$ cat config.mk
export PLATFORM = sky130hd
export DESIGN_NAME = trans_term_tracker
export DESIGN_NICKNAME = d
export VERILOG_FILES = /design/src/rtl/trans_term_tracker.sv
export SDC_FILE = /design/constraint.sdc
export NUM_CORES = 1
export LEC_CHECK = 0
export BUFFER_PORTS_ARGS = -buffer_cell sky130_fd_sc_hd__buf_4
export CAP_MARGIN = 20
export CORE_MARGIN = 3
export CORE_UTILIZATION = 61
export DETAILED_ROUTE_END_ITERATION = 6
export GPL_TIMING_DRIVEN = 0
export PLACE_DENSITY = 0.81
export SLEW_MARGIN = 20
export SYNTH_ARGS = -nofsm -noshare
export SYNTH_HDL_FRONTEND = slang
export SYNTH_SLANG_ARGS = --single-unit
$ cat constraint.sdc
create_clock -name clk_i -period 3.54 [get_ports clk_i]
set_clock_uncertainty 0.2 [all_clocks]
set_input_delay 0.708 -clock clk_i [delete_from_list [all_inputs] [get_ports clk_i]]
set_output_delay 0.708 -clock clk_i [all_outputs]
set_load 0.02 [all_outputs]
$ cat src/rtl/trans_term_tracker.sv
`timescale 1ns/1ps
// trans_term_tracker
// Counts outstanding chunk commands per transfer SID. Once the last chunk of
// a SID has been issued and all its chunks have completed, the SID pulses
// term_sig_o for one cycle. The pulse feeds the allocator's termination input.
//
// Ports:
//   clk_i, rst_ni    clock, synchronous active-low reset
//   cmd_req_i/gnt_i  chunk issue handshake (issue = req & gnt)
//   cmd_sid_i        SID of the issued chunk
//   cmd_last_i       issued chunk is the last one of its transfer
//   done_valid_i     one chunk completed this cycle
//   done_sid_i       SID of the completed chunk
//   term_sig_o       registered one-cycle termination pulse per SID
//   cnt_full_o       per-SID counter at max (combinational from the register)
//   err_o            sticky protocol-error flag
//   busy_o           registered, per-SID state != IDLE
module trans_term_tracker #(
    parameter int unsigned NB_TRANSFERS    = 4,
    parameter int unsigned TRANS_SID_WIDTH = 2,
    parameter int unsigned CNT_WIDTH       = 4
) (
    input  logic                       clk_i,
    input  logic                       rst_ni,
    input  logic                       cmd_req_i,
    input  logic                       cmd_gnt_i,
    input  logic [TRANS_SID_WIDTH-1:0] cmd_sid_i,
    input  logic                       cmd_last_i,
    input  logic                       done_valid_i,
    input  logic [TRANS_SID_WIDTH-1:0] done_sid_i,
    output logic [NB_TRANSFERS-1:0]    term_sig_o,
    output logic [NB_TRANSFERS-1:0]    cnt_full_o,
    output logic                       err_o,
    output logic [NB_TRANSFERS-1:0]    busy_o
);

    localparam logic [CNT_WIDTH-1:0] CNT_MAX  = {CNT_WIDTH{1'b1}};
    localparam logic [CNT_WIDTH-1:0] CNT_ZERO = {CNT_WIDTH{1'b0}};
    localparam logic [CNT_WIDTH-1:0] CNT_ONE  = CNT_WIDTH'(1);

    typedef enum logic [1:0] {
        S_IDLE   = 2'd0,
        S_ACTIVE = 2'd1,
        S_DRAIN  = 2'd2,
        S_TERM   = 2'd3
    } state_e;

    state_e                  state_q [NB_TRANSFERS];
    state_e                  state_d [NB_TRANSFERS];
    logic [CNT_WIDTH-1:0]    cnt_q   [NB_TRANSFERS];
    logic [CNT_WIDTH-1:0]    cnt_d   [NB_TRANSFERS];
    logic [NB_TRANSFERS-1:0] term_q, term_d;
    logic [NB_TRANSFERS-1:0] busy_q, busy_d;
    logic                    err_q, err_d;
    logic [NB_TRANSFERS-1:0] err_vec;
    logic [NB_TRANSFERS-1:0] issue, comp;

    // Per-SID decode of the issue and completion events
    always_comb begin
        issue = '0;
        comp  = '0;
        for (int s = 0; s < NB_TRANSFERS; s++) begin
            issue[s] = cmd_req_i & cmd_gnt_i & (cmd_sid_i == TRANS_SID_WIDTH'(s));
            comp[s]  = done_valid_i & (done_sid_i == TRANS_SID_WIDTH'(s));
        end
    end

    // Per-SID next-state, counter update and error detection
    always_comb begin
        term_d  = '0;
        busy_d  = '0;
        err_vec = '0;
        for (int s = 0; s < NB_TRANSFERS; s++) begin
            state_d[s] = state_q[s];
            cnt_d[s]   = cnt_q[s];

            unique case (state_q[s])
                S_IDLE, S_ACTIVE: begin
                    // Simultaneous issue and completion cancel out
                    if (issue[s] && !comp[s]) begin
                        if (cnt_q[s] == CNT_MAX) err_vec[s] = 1'b1;
                        else                     cnt_d[s]   = cnt_q[s] + CNT_ONE;
                    end else if (comp[s] && !issue[s]) begin
                        if (cnt_q[s] == CNT_ZERO) err_vec[s] = 1'b1;
                        else                      cnt_d[s]   = cnt_q[s] - CNT_ONE;
                    end
                    if (issue[s]) begin
                        state_d[s] = cmd_last_i ? S_DRAIN : S_ACTIVE;
                    end
                end
                S_DRAIN: begin
                    // No further issues are legal once the last chunk went out
                    if (issue[s]) err_vec[s] = 1'b1;
                    if (comp[s]) begin
                        if (cnt_q[s] == CNT_ZERO) err_vec[s] = 1'b1;
                        else                      cnt_d[s]   = cnt_q[s] - CNT_ONE;
                    end
                    if (cnt_d[s] == CNT_ZERO) state_d[s] = S_TERM;
                end
                S_TERM: begin
                    if (issue[s] || comp[s]) err_vec[s] = 1'b1;
                    state_d[s] = S_IDLE;
                end
                default: state_d[s] = S_IDLE;
            endcase

            term_d[s] = (state_d[s] == S_TERM);
            busy_d[s] = (state_d[s] != S_IDLE);
        end
        err_d = err_q | (|err_vec);
    end

    // State, counter and output registers
    always_ff @(posedge clk_i) begin
        if (!rst_ni) begin
            for (int s = 0; s < NB_TRANSFERS; s++) begin
                state_q[s] <= S_IDLE;
                cnt_q[s]   <= CNT_ZERO;
            end
            term_q <= '0;
            busy_q <= '0;
            err_q  <= 1'b0;
        end else begin
            for (int s = 0; s < NB_TRANSFERS; s++) begin
                state_q[s] <= state_d[s];
                cnt_q[s]   <= cnt_d[s];
            end
            term_q <= term_d;
            busy_q <= busy_d;
            err_q  <= err_d;
        end
    end

    // Counter-full flags decoded straight from the counter registers
    always_comb begin
        cnt_full_o = '0;
        for (int s = 0; s < NB_TRANSFERS; s++) begin
            cnt_full_o[s] = (cnt_q[s] == CNT_MAX);
        end
    end

    assign term_sig_o = term_q;
    assign busy_o     = busy_q;
    assign err_o      = err_q;

endmodule

==> results of run 1 <==
## per-layer routing
| metal | GRT usage, % | routed length (um) |
|---|---|---|
| met1 | 33.1 | 2980 |
| met2 | 40.9 | 3190 |
| met3 | 4.46 | 387 |
| met4 | 8.85 | 110 |
| met5 | 0 | 0 |
## metrics by stage
stage / instance area, um2 / power [mW] / setup slack [ns]
3_5_place_dp: 3040 / 0.595 / 0.277
4_1_cts: 3120 / 0.874 / 0.584
5_1_grt: 3120 / 0.912 / 0.415
2_1_floorplan: 2820 / 0.545 / 0.743
6_report: 3120 / 0.873 / 0.578
3_3_place_gp: 3040 / 0.592 / 0.299
## final cells by class
type | instances | area, um2 | area share [%]
plain buffers | 27 | 128 | 4.09
clock buffers | 6 | 72.6 | 2.32
flip-flops and latches | 33 | 661 | 21.2
repair buffers | 21 | 158 | 5.05
clock inverters | 2 | 10.0 | 0.321
inverters | 23 | 91.3 | 2.92
multi-input cells | 301 | 1940 | 62.1
well taps | 52 | 65.1 | 2.08
## cells by family (layout without fill, tap and decap cells)
| kind of cell | count (synthesis) | in the layout |
|---|---|---|
| adder cells (fa/ha/maj) | 20 | 20 |
| AND/OR/NAND/NOR | 158 | 158 |
| XOR/XNOR | 8 | 8 |
| AO/OA/AOI/OAI | 111 | 111 |
| multiplexers | 4 | 4 |
| flip-flops | 33 | 33 |
| buffers and inverters | 50 | 79 |
## sequential cells by signal, indices dropped and copies added, names as in the netlist
register    cells
busy_o          4
cnt_q          16
err_o           1
state_q         8
term_sig_o      4
## cells in the mapped netlist, drive strengths merged, types with 4 or more instances
cell type	count
a211oi	4
a21oi	27
a31oi	6
and3	9
buf	7
clkbuf	20
dfxtp	33
ha	20
inv	23
nand2	31
nand2b	5
nand3	17
nand4	4
nor2	36
nor2b	6
nor3	13
nor3b	7
o211ai	6
o21a	5
o21ai	27
o22ai	4
or3	6
xnor2	8
## tightest hold or removal path, delay by kind of cell (launching register included)
kind,cells,cell delay (ns)
flip-flops,1,0.35
AND/OR/NAND/NOR,1,0.11
AO/OA/AOI/OAI,1,0.07
## final timing paths
kind                             from                  endpoint  slack [ns]
max                         cmd_req_i  cnt_q[1][1]$_SDFFE_PN0P_        0.58
min          state_q[0][0]$_SDFF_PN0_      busy_o[0]$_SDFF_PN0_        0.37
max reg2reg  cnt_q[1][0]$_SDFFE_PN0P_  term_sig_o[1]$_SDFF_PN0_        1.09
min reg2reg  state_q[0][0]$_SDFF_PN0_      busy_o[0]$_SDFF_PN0_        0.37
## power groups by stage
stage	Clock [mW]	Combinational (mW)	Sequential [mW]
floorplan	0	0.138	0.407
global placement	0	0.186	0.405
detailed placement	0	0.189	0.406
CTS	0.287	0.190	0.397
global route	0.300	0.213	0.399
finish	0.283	0.193	0.397
==> flow_metrics.tcl, run 1 <==
set metrics [dict create \
    grt_setup_unrepaired "no" \
    async_reset_ff_share_pct 0 \
    avgSynthCellArea_um2 7.34 \
    hold_path_class "flop to flop" \
    antenna_left 0 \
    cap_violations 0 \
    diodes 0 \
    synthAdderAreaFrac_pct 8.88 \
    drt-total-wl_um 6670 \
    antenna_found_initial 0 \
    die-area_um2 5470 \
    post-cts-setup-buffers 0 \
    routed_via_density 6.15 \
    yosys.area.top_type_share_pct 23.4 \
    synth.yosys.seq_area_share_pct 23.4 \
    vdd_drop_max_uv 187 \
    drt-pass1-iter-count 5 \
    cts_buffer_depth 2 \
    status "finished clean" \
    ys.flop_type "dfxtp_1" \
    final_cells 465 \
    yosys.area_share.simple_pct 30.2 \
    synth_area_leaders "dfxtp_1 (23%), ha_1 (8.9%), o21ai_0 (4.8%), nor2_1 (4.7%), a21oi_1 (4.6%)" \
    finalHoldViolCount 0 \
    critical_path.cell_chain "buf_4, nand2_1, nor3b_1, ha_1, nor3_1, mux2_2, a221oi_1, a211oi_1" \
    cp-end-kind "flop" \
    final_max_slew_viol_count 0 \
    fmax_mhz 338 \
    ys_warn_count 0 \
    cp-start-kind "input port" \
    critPathMaxFanout 6 \
    crit_arrival_ns 2.92 \
    setup_tns_ns 0 \
    drc 0 \
    cts_buffers 5 \
    timing.hold.ws_ns 0.371 \
    first_iter_violations 248 \
    grt_use_total_pct 25.0 \
    final-setup-viol-count 0 \
    pwr-share-comb_pct 22.1 \
    final_cell_mix "nor2_1 (35), dfxtp_1 (33), nand2_1 (31), o21ai_0 (27), a21oi_1 (26)" \
    root_buffer "clkbuf_8" \
    initial_core_util_pct 63.8 \
    cts_resized 0 \
    synth-seq-cells 33 \
    synth_edf_count 0 \
    p_per_area_nw_per_um2 279 \
    yosysUniqueCellTypes 65 \
    path_clk_slew_ns 0.07 \
    grt_pass1_vias 2438 \
    clock_latency_ns 0.29 \
    critical-path-top-delay-family "simple AND/OR/NAND/NOR gates" \
    synthesis.area_um2 2820 \
    crit_required_ns 3.50 \
    whs_path_depth 2 \
    nets 442 \
    post_drt_wl_per_cell_um 14.3 \
    worst-path-stages 8 \
    swShare_pct 30.9 \
    pwr-share-clk_pct 32.4 \
    io_pins 23 \
    fin_crit_ns 2.96 \
    synth_mux_area_share_pct 1.47 \
    grt_pass1_wl_um 10900 \
    syn_inst 384 \
    htreeDepth 2 \
    final_common_cell "nor2_1" \
    die_y_um 74.0 \
    synth-compound-area-share_pct 25.7 \
    crit_buf_inv 1 \
    hold_buffers 0 \
    drive_above_1_share_pct 11.4 \
    slew_headroom_pct 51.5 \
    area_delta_synth_final_pct 10.8 \
    timing.final.crit_share_pct 83.7 \
    cts_tree "built" \
    p_int_uw 603 \
    max_stage_delay_ns 0.61 \
    crit_type "input port to flop" \
    grt_max_degree 11 \
    nFillCells 388 \
    portBuffers 21 \
    gp_congestion 0.918 \
    num_rows 24 \
    core-area_um2 4410 \
    syn_nets 414 \
    p_sw_uw 270 \
    rr_worst_depth 7 \
    dp.cells 457 \
    grt_remaining_overflow 0 \
    chipWidth_um 74.0 \
    p_leak_nw 1.26 \
    hpwlAfterDp_um 4890 \
    sequentialPowerShare_pct 45.5 \
    cts.sinks 33 \
    synth_area_leader_cell "dfxtp_1" \
    synth_top_family_by_area "simple AND/OR/NAND/NOR gates" \
    vias 2858 \
    worst_pin_slew_ns 0.726 \
    finish.utilization_pct 70.7 \
    synth_xor_area_share_pct 2.49 \
    crit_slowest_cell "nor3b_1" \
]
No activity file was read; power rests on OpenSTA's default activity.
==> run 2: changes to the inputs <==
==> constraint.sdc (replaced) <==
create_clock -name clk_i -period 3 [get_ports clk_i]
set_clock_uncertainty 0.2 [all_clocks]
set_input_delay 0.6 -clock clk_i [delete_from_list [all_inputs] [get_ports clk_i]]
set_output_delay 0.6 -clock clk_i [all_outputs]
set_load 0.02 [all_outputs]
==> run 2 against run 1 <==
Against the previous run:
- critical path depth rose by 2
- clock power up 18%
- register-to-register slack worse by 0.53 ns
- largest cell class unchanged
==> flow_metrics.tcl, run 2 (synthesis gave the netlist of run 1 again) <==
set metrics [dict create \
    r2r-start "cnt_q[1][0]$_SDFFE_PN0P_" \
    p_sw_uw 317 \
    use_met2_pct 40.9 \
    cts_tree "built" \
    vias 2871 \
    p_leak_nw 1.26 \
    cts_buffers 5 \
    cp-end-kind "flop" \
    post_drt_wl_per_cell_um 14.3 \
    grt_pass1_wl_um 10900 \
    cp-start-kind "input port" \
    drt-pass1-iter-count 5 \
    die-area_um2 5470 \
    die_y_um 74.0 \
    fin_crit_ns 2.77 \
    largest_reg_flops 16 \
    worst_pin_slew_ns 0.576 \
    slew_headroom_pct 61.6 \
    holdPathEnd "busy_o[0]$_SDFF_PN0_" \
    drc 0 \
    crit_type "input port to flop" \
    worstHoldStart "state_q[0][0]$_SDFF_PN0_" \
    path_clk_slew_ns 0.07 \
    rr_worst_depth 7 \
    routed_via_density 6.17 \
    swShare_pct 30.8 \
    core-area_um2 4410 \
    antenna_left 0 \
    p_per_area_nw_per_um2 329 \
    grt_pass1_vias 2438 \
    top_regs "cnt_q (16), state_q (8)" \
    nets 442 \
    timing.final.crit_share_pct 92.3 \
    hpwlAfterDp_um 4890 \
    largest-register "cnt_q" \
    area_delta_synth_final_pct 11.0 \
    grt_max_degree 11 \
    initial_core_util_pct 63.8 \
    reg2reg_to "term_sig_o[1]$_SDFF_PN0_" \
    pwr-share-clk_pct 32.3 \
    worstSetupStartpoint "done_sid_i[1]" \
    total_power_mw 1.03 \
    diodes 0 \
    grt.met1_usage_pct 33.1 \
    gp_congestion 0.918 \
    final-setup-viol-count 0 \
    drive_above_1_share_pct 11.6 \
    critPathMaxFanout 8 \
    root_buffer "clkbuf_8" \
    regArea_um2 661 \
    crit_slowest_cell "mux2_2" \
    num_rows 24 \
    status "finished clean" \
    sequentialPowerShare_pct 45.6 \
    finalHoldViolCount 0 \
    grt_util_met3_pct 4.46 \
    reg2reg_slack_ns 0.56 \
    portBuffers 21 \
    hold_path_class "flop to flop" \
    vdd_drop_max_uv 221 \
    cts.sinks 33 \
    crit_arrival_ns 2.73 \
    cts_buffer_depth 2 \
    max_stage_delay_ns 0.38 \
    grt_setup_unrepaired "no" \
    multi_input_area_um2 1940 \
    pwr-share-comb_pct 22.1 \
    drt-total-wl_um 6670 \
    final_max_slew_viol_count 0 \
    grt_use_total_pct 25.0 \
    grt_remaining_overflow 0 \
    htreeDepth 2 \
    io_pins 23 \
    chipWidth_um 74.0 \
    final_common_cell "nor2_1" \
    busiest_layer "met2" \
    antenna_found_initial 0 \
    whs_path_depth 2 \
    crit_required_ns 2.96 \
    nFillCells 385 \
    p_int_uw 712 \
    cap_violations 0 \
    timing.hold.ws_ns 0.370 \
    first_iter_violations 228 \
    final_cell_mix "nor2_1 (35), dfxtp_1 (33), nand2_1 (31), o21ai_0 (27), a21oi_1 (26)" \
    clock_latency_ns 0.29 \
    fmax_mhz 361 \
    critical_path.cell_chain "buf_4, and3b_2, buf_2, inv_1, ha_1, and4_1, nor3_1, mux2_2, a221oi_1, a211oi_1" \
]
-- run 2: cell type report --
class | instances | area share, %
Tap cell | 52 | 2.08
Clock inverter | 2 | 0.320
Timing Repair Buffer | 21 | 5.04
Multi-Input combinational cell | 301 | 62.1
Inverter | 23 | 2.92
Buffer | 27 | 4.08
Clock buffer | 6 | 2.32
Sequential cell | 33 | 21.1
-- run 2: worst max-delay path by stage --
stage	to	slack [ns]	cells past startpoint
finish	cnt_q[1][1]$_SDFFE_PN0P_	0.23	10
global route	cnt_q[1][1]$_SDFFE_PN0P_	0.06	10
CTS	cnt_q[1][1]$_SDFFE_PN0P_	0.15	8
detailed placement	cnt_q[1][1]$_SDFFE_PN0P_	-0.16	8
global placement	cnt_q[1][1]$_SDFFE_PN0P_	-0.13	8
floorplan	cnt_q[1][1]$_SDFFE_PN0P_	0.31	7
-- run 2: metrics by stage --
stage                     cell area, um2  setup slack (ns)  setup TNS (ns)  util, %  cells
after floorplan                     2820             0.311               0        -    384
after global placement              3040            -0.133          -0.133     68.9    457
after detailed placement            3040            -0.155          -0.172     68.9    457
after CTS                           3120             0.152               0     70.7    465
after global routing                3130            0.0624               0     70.9    465
final                               3130             0.231               0     70.9    465
-- run 2: critical path, delay by kind of cell --
family	cells	cell delay, ns
compound gates	2	0.34
simple gates	3	0.79
buf+inv	3	0.42
mux	1	0.38
fa+ha+maj	1	0.20
-- run 2: repair_timing --
item                       in CTS  in global routing
buffers inserted                0                  0
resized for setup               0                  1
setup endpoints to repair       0                  1
hold buffers                    0                  0
-- run 2: power groups by stage --
stage / combinational [mW] / clock [mW] / sequential, mW
2_1_floorplan: 0.163 / 0 / 0.481
3_3_place_gp: 0.220 / 0 / 0.478
3_5_place_dp: 0.223 / 0 / 0.479
4_1_cts: 0.225 / 0.338 / 0.468
5_1_grt: 0.252 / 0.354 / 0.471
6_report: 0.227 / 0.333 / 0.469
-- run 2: metal layers --
metal  vias to the layer above  routed length (um)
met5                         -                   0
met3                        12                 452
met1                      1303                2930
met2                       114                3170
li1                       1442                   -
met4                         0                 111
==> run 3: changes to the inputs <==
--- a/config.mk
+++ b/config.mk
@@ -9,9 +9,11 @@
 export CAP_MARGIN = 20
 export CORE_MARGIN = 3
 export CORE_UTILIZATION = 61
+export CTS_BUF_LIST = sky130_fd_sc_hd__clkbuf_8 sky130_fd_sc_hd__clkbuf_16
 export DETAILED_ROUTE_END_ITERATION = 6
 export GPL_TIMING_DRIVEN = 0
-export PLACE_DENSITY = 0.81
+export PLACE_DENSITY_LB_ADDON = 0.08
+export REMOVE_ABC_BUFFERS = 1
 export SLEW_MARGIN = 20
 export SYNTH_ARGS = -nofsm -noshare
 export SYNTH_HDL_FRONTEND = slang
==> run 3 against run 2 <==
Against the previous run:
- global-route usage decreased by 0.26 points
- die area unchanged
- power decreased by 0.88%
- non-clock buffer count decreased by 26
- count of clock-buffer cells in the layout decreased by 1
- routed wire length decreased by 5.5%
- final cell count decreased by 5.6%
- design area decreased by 3.4%
- flip-flop and latch count unchanged
- via count decreased by 5.2%
- setup slack got worse by 0.036 ns
- largest cell class unchanged
==> flow_metrics.tcl, run 3 (synthesis gave the netlist of run 1 again) <==
set metrics [dict create \
    status "finished clean" \
    grt_pass1_wl_um 10900 \
    cts.sinks 33 \
    final-setup-viol-count 0 \
    worst-path-stages 9 \
    hold_path_class "flop to flop" \
    die_y_um 74.0 \
    grt_remaining_overflow 0 \
    critical-path-top-delay-family "simple AND/OR/NAND/NOR gates" \
    whs_path_depth 2 \
    pre_cts_slack_ns -0.240 \
    reg2reg_slack_ns 0.54 \
    path_clk_slew_ns 0.07 \
    max_stage_delay_ns 0.37 \
    worst_slack_ns 0.195 \
    crit_slowest_cell "mux2_2" \
    htreeDepth 2 \
    r2r-start "cnt_q[2][0]$_SDFFE_PN0P_" \
    holdPathEnd "busy_o[3]$_SDFF_PN0_" \
    hpwlAfterDp_um 4500 \
    critical_path.cell_chain "buf_4, and3b_2, inv_1, ha_1, and4_1, nor3_2, mux2_2, a221oi_1, a211oi_1" \
    hold_buffers 0 \
    cap_violations 0 \
    vdd_drop_max_uv 246 \
    antenna_left 0 \
    portBuffers 22 \
    io_pins 23 \
    first_iter_violations 192 \
    grt_use_total_pct 24.8 \
    timing.final.crit_share_pct 93.5 \
    num_rows 24 \
    crit_arrival_ns 2.75 \
    cts_resized 0 \
    drc 0 \
    core-area_um2 4410 \
    drt-pass1-iter-count 5 \
    post-cts-setup-buffers 0 \
    initial_core_util_pct 63.8 \
    crit_buf_inv 2 \
    diodes 0 \
    reg2reg_to "err_o$_SDFF_PN0_" \
    cts_buffer_depth 2 \
    routed_via_density 6.20 \
    final_max_slew_viol_count 0 \
    crit_required_ns 2.94 \
    post_drt_wl_per_cell_um 14.4 \
    p_leak_nw 1.21 \
    nets 416 \
    final_common_cell "nor2_1" \
    grt_setup_unrepaired "no" \
    fin_crit_ns 2.81 \
    gp_congestion 0.929 \
    finalHoldViolCount 0 \
    top_regs "cnt_q (16), state_q (8)" \
    largest_reg_flops 16 \
    largest-register "cnt_q" \
    grt_pass1_vias 2421 \
    cts_tree "built" \
    grt_max_degree 19 \
    vias 2722 \
    chipWidth_um 74.0 \
    drt-total-wl_um 6300 \
    total_power_mw 1.02 \
    timing.hold.ws_ns 0.363 \
    die-area_um2 5470 \
    antenna_found_initial 0 \
    critPathMaxFanout 11 \
    worstHoldStart "state_q[3][0]$_SDFF_PN0_" \
    fmax_mhz 356 \
    clock_latency_ns 0.29 \
    crit_type "input port to flop" \
    cts_buffers 5 \
    nFillCells 403 \
    cp-end-kind "flop" \
    root_buffer "clkbuf_8" \
    rr_worst_depth 7 \
    worst_pin_slew_ns 0.625 \
    cp-start-kind "input port" \
    final_cell_mix "nor2_1 (35), dfxtp_1 (33), nand2_1 (31), o21ai_0 (27), a21oi_1 (26)" \
    slew_headroom_pct 58.3 \
    drive_above_1_share_pct 11.4 \
    p_per_area_nw_per_um2 337 \
    area_delta_synth_final_pct 7.28 \
]
[run 3: changes by cell type in the layout (fill, tap and decap cells not counted)]
cell	delta
buf_2	-3
buf_6	-2
buf_4	-1
nor3_2	+1
nor3_1	-1
nor3b_2	-1
nor3b_4	+1
clkbuf_1	-21
clkinvlp_4	+1
[run 3: how the worst max path moves through the flow]
| stage | from | end |
|---|---|---|
| finish | done_sid_i[1] | cnt_q[1][1]$_SDFFE_PN0P_ |
| global route | done_sid_i[0] | cnt_q[3][2]$_SDFFE_PN0P_ |
| CTS | cmd_req_i | cnt_q[1][1]$_SDFFE_PN0P_ |
| detailed placement | cmd_req_i | cnt_q[1][1]$_SDFFE_PN0P_ |
| global placement | cmd_req_i | cnt_q[1][1]$_SDFFE_PN0P_ |
| floorplan | cmd_req_i | cnt_q[1][1]$_SDFFE_PN0P_ |
[run 3: power by group]
part | total (mW) | internal (mW) | switching (mW)
combinational | 0.209 | 0.0919 | 0.117
sequential | 0.477 | 0.453 | 0.0238
clock | 0.334 | 0.160 | 0.173
[run 3: routing by layer]
layer / vias up / track usage [%] / wire length, um
met5: - / 0 / 0
met4: 0 / 9.05 / 112
met3: 12 / 3.51 / 350
met2: 70 / 39.4 / 2910
met1: 1244 / 34.2 / 2920
li1: 1396 / - / -
[run 3: worst register-to-register path: cells and delay by family (launching register included)]
kind	cells	cell delay [ns]
compound gates	3	0.84
flops	1	0.54
simple gates	2	0.35
fa+ha+maj	1	0.34
buf+inv	1	0.08
[run 3: per-stage QoR]
stage	std cells	util (%)	setup TNS, ns	cell area (um2)
4_1_cts	439	68.1	0	3010
5_1_grt	439	68.5	0	3020
2_1_floorplan	357	-	0	2690
3_3_place_gp	431	66.2	-0.352	2920
3_5_place_dp	431	66.2	-0.397	2920
6_report	439	68.5	0	3020
[run 3: final cells by class]
cell class / count / area [um2] / share of cell area, %
sequential: 33 / 661 / 21.9
tap: 52 / 65.1 / 2.15
multi-input combinational: 301 / 1950 / 64.7
clock buffer: 5 / 68.8 / 2.28
timing repair buffer: 22 / 165 / 5.46
inverter: 23 / 91.3 / 3.02
clock inverter: 3 / 17.5 / 0.579
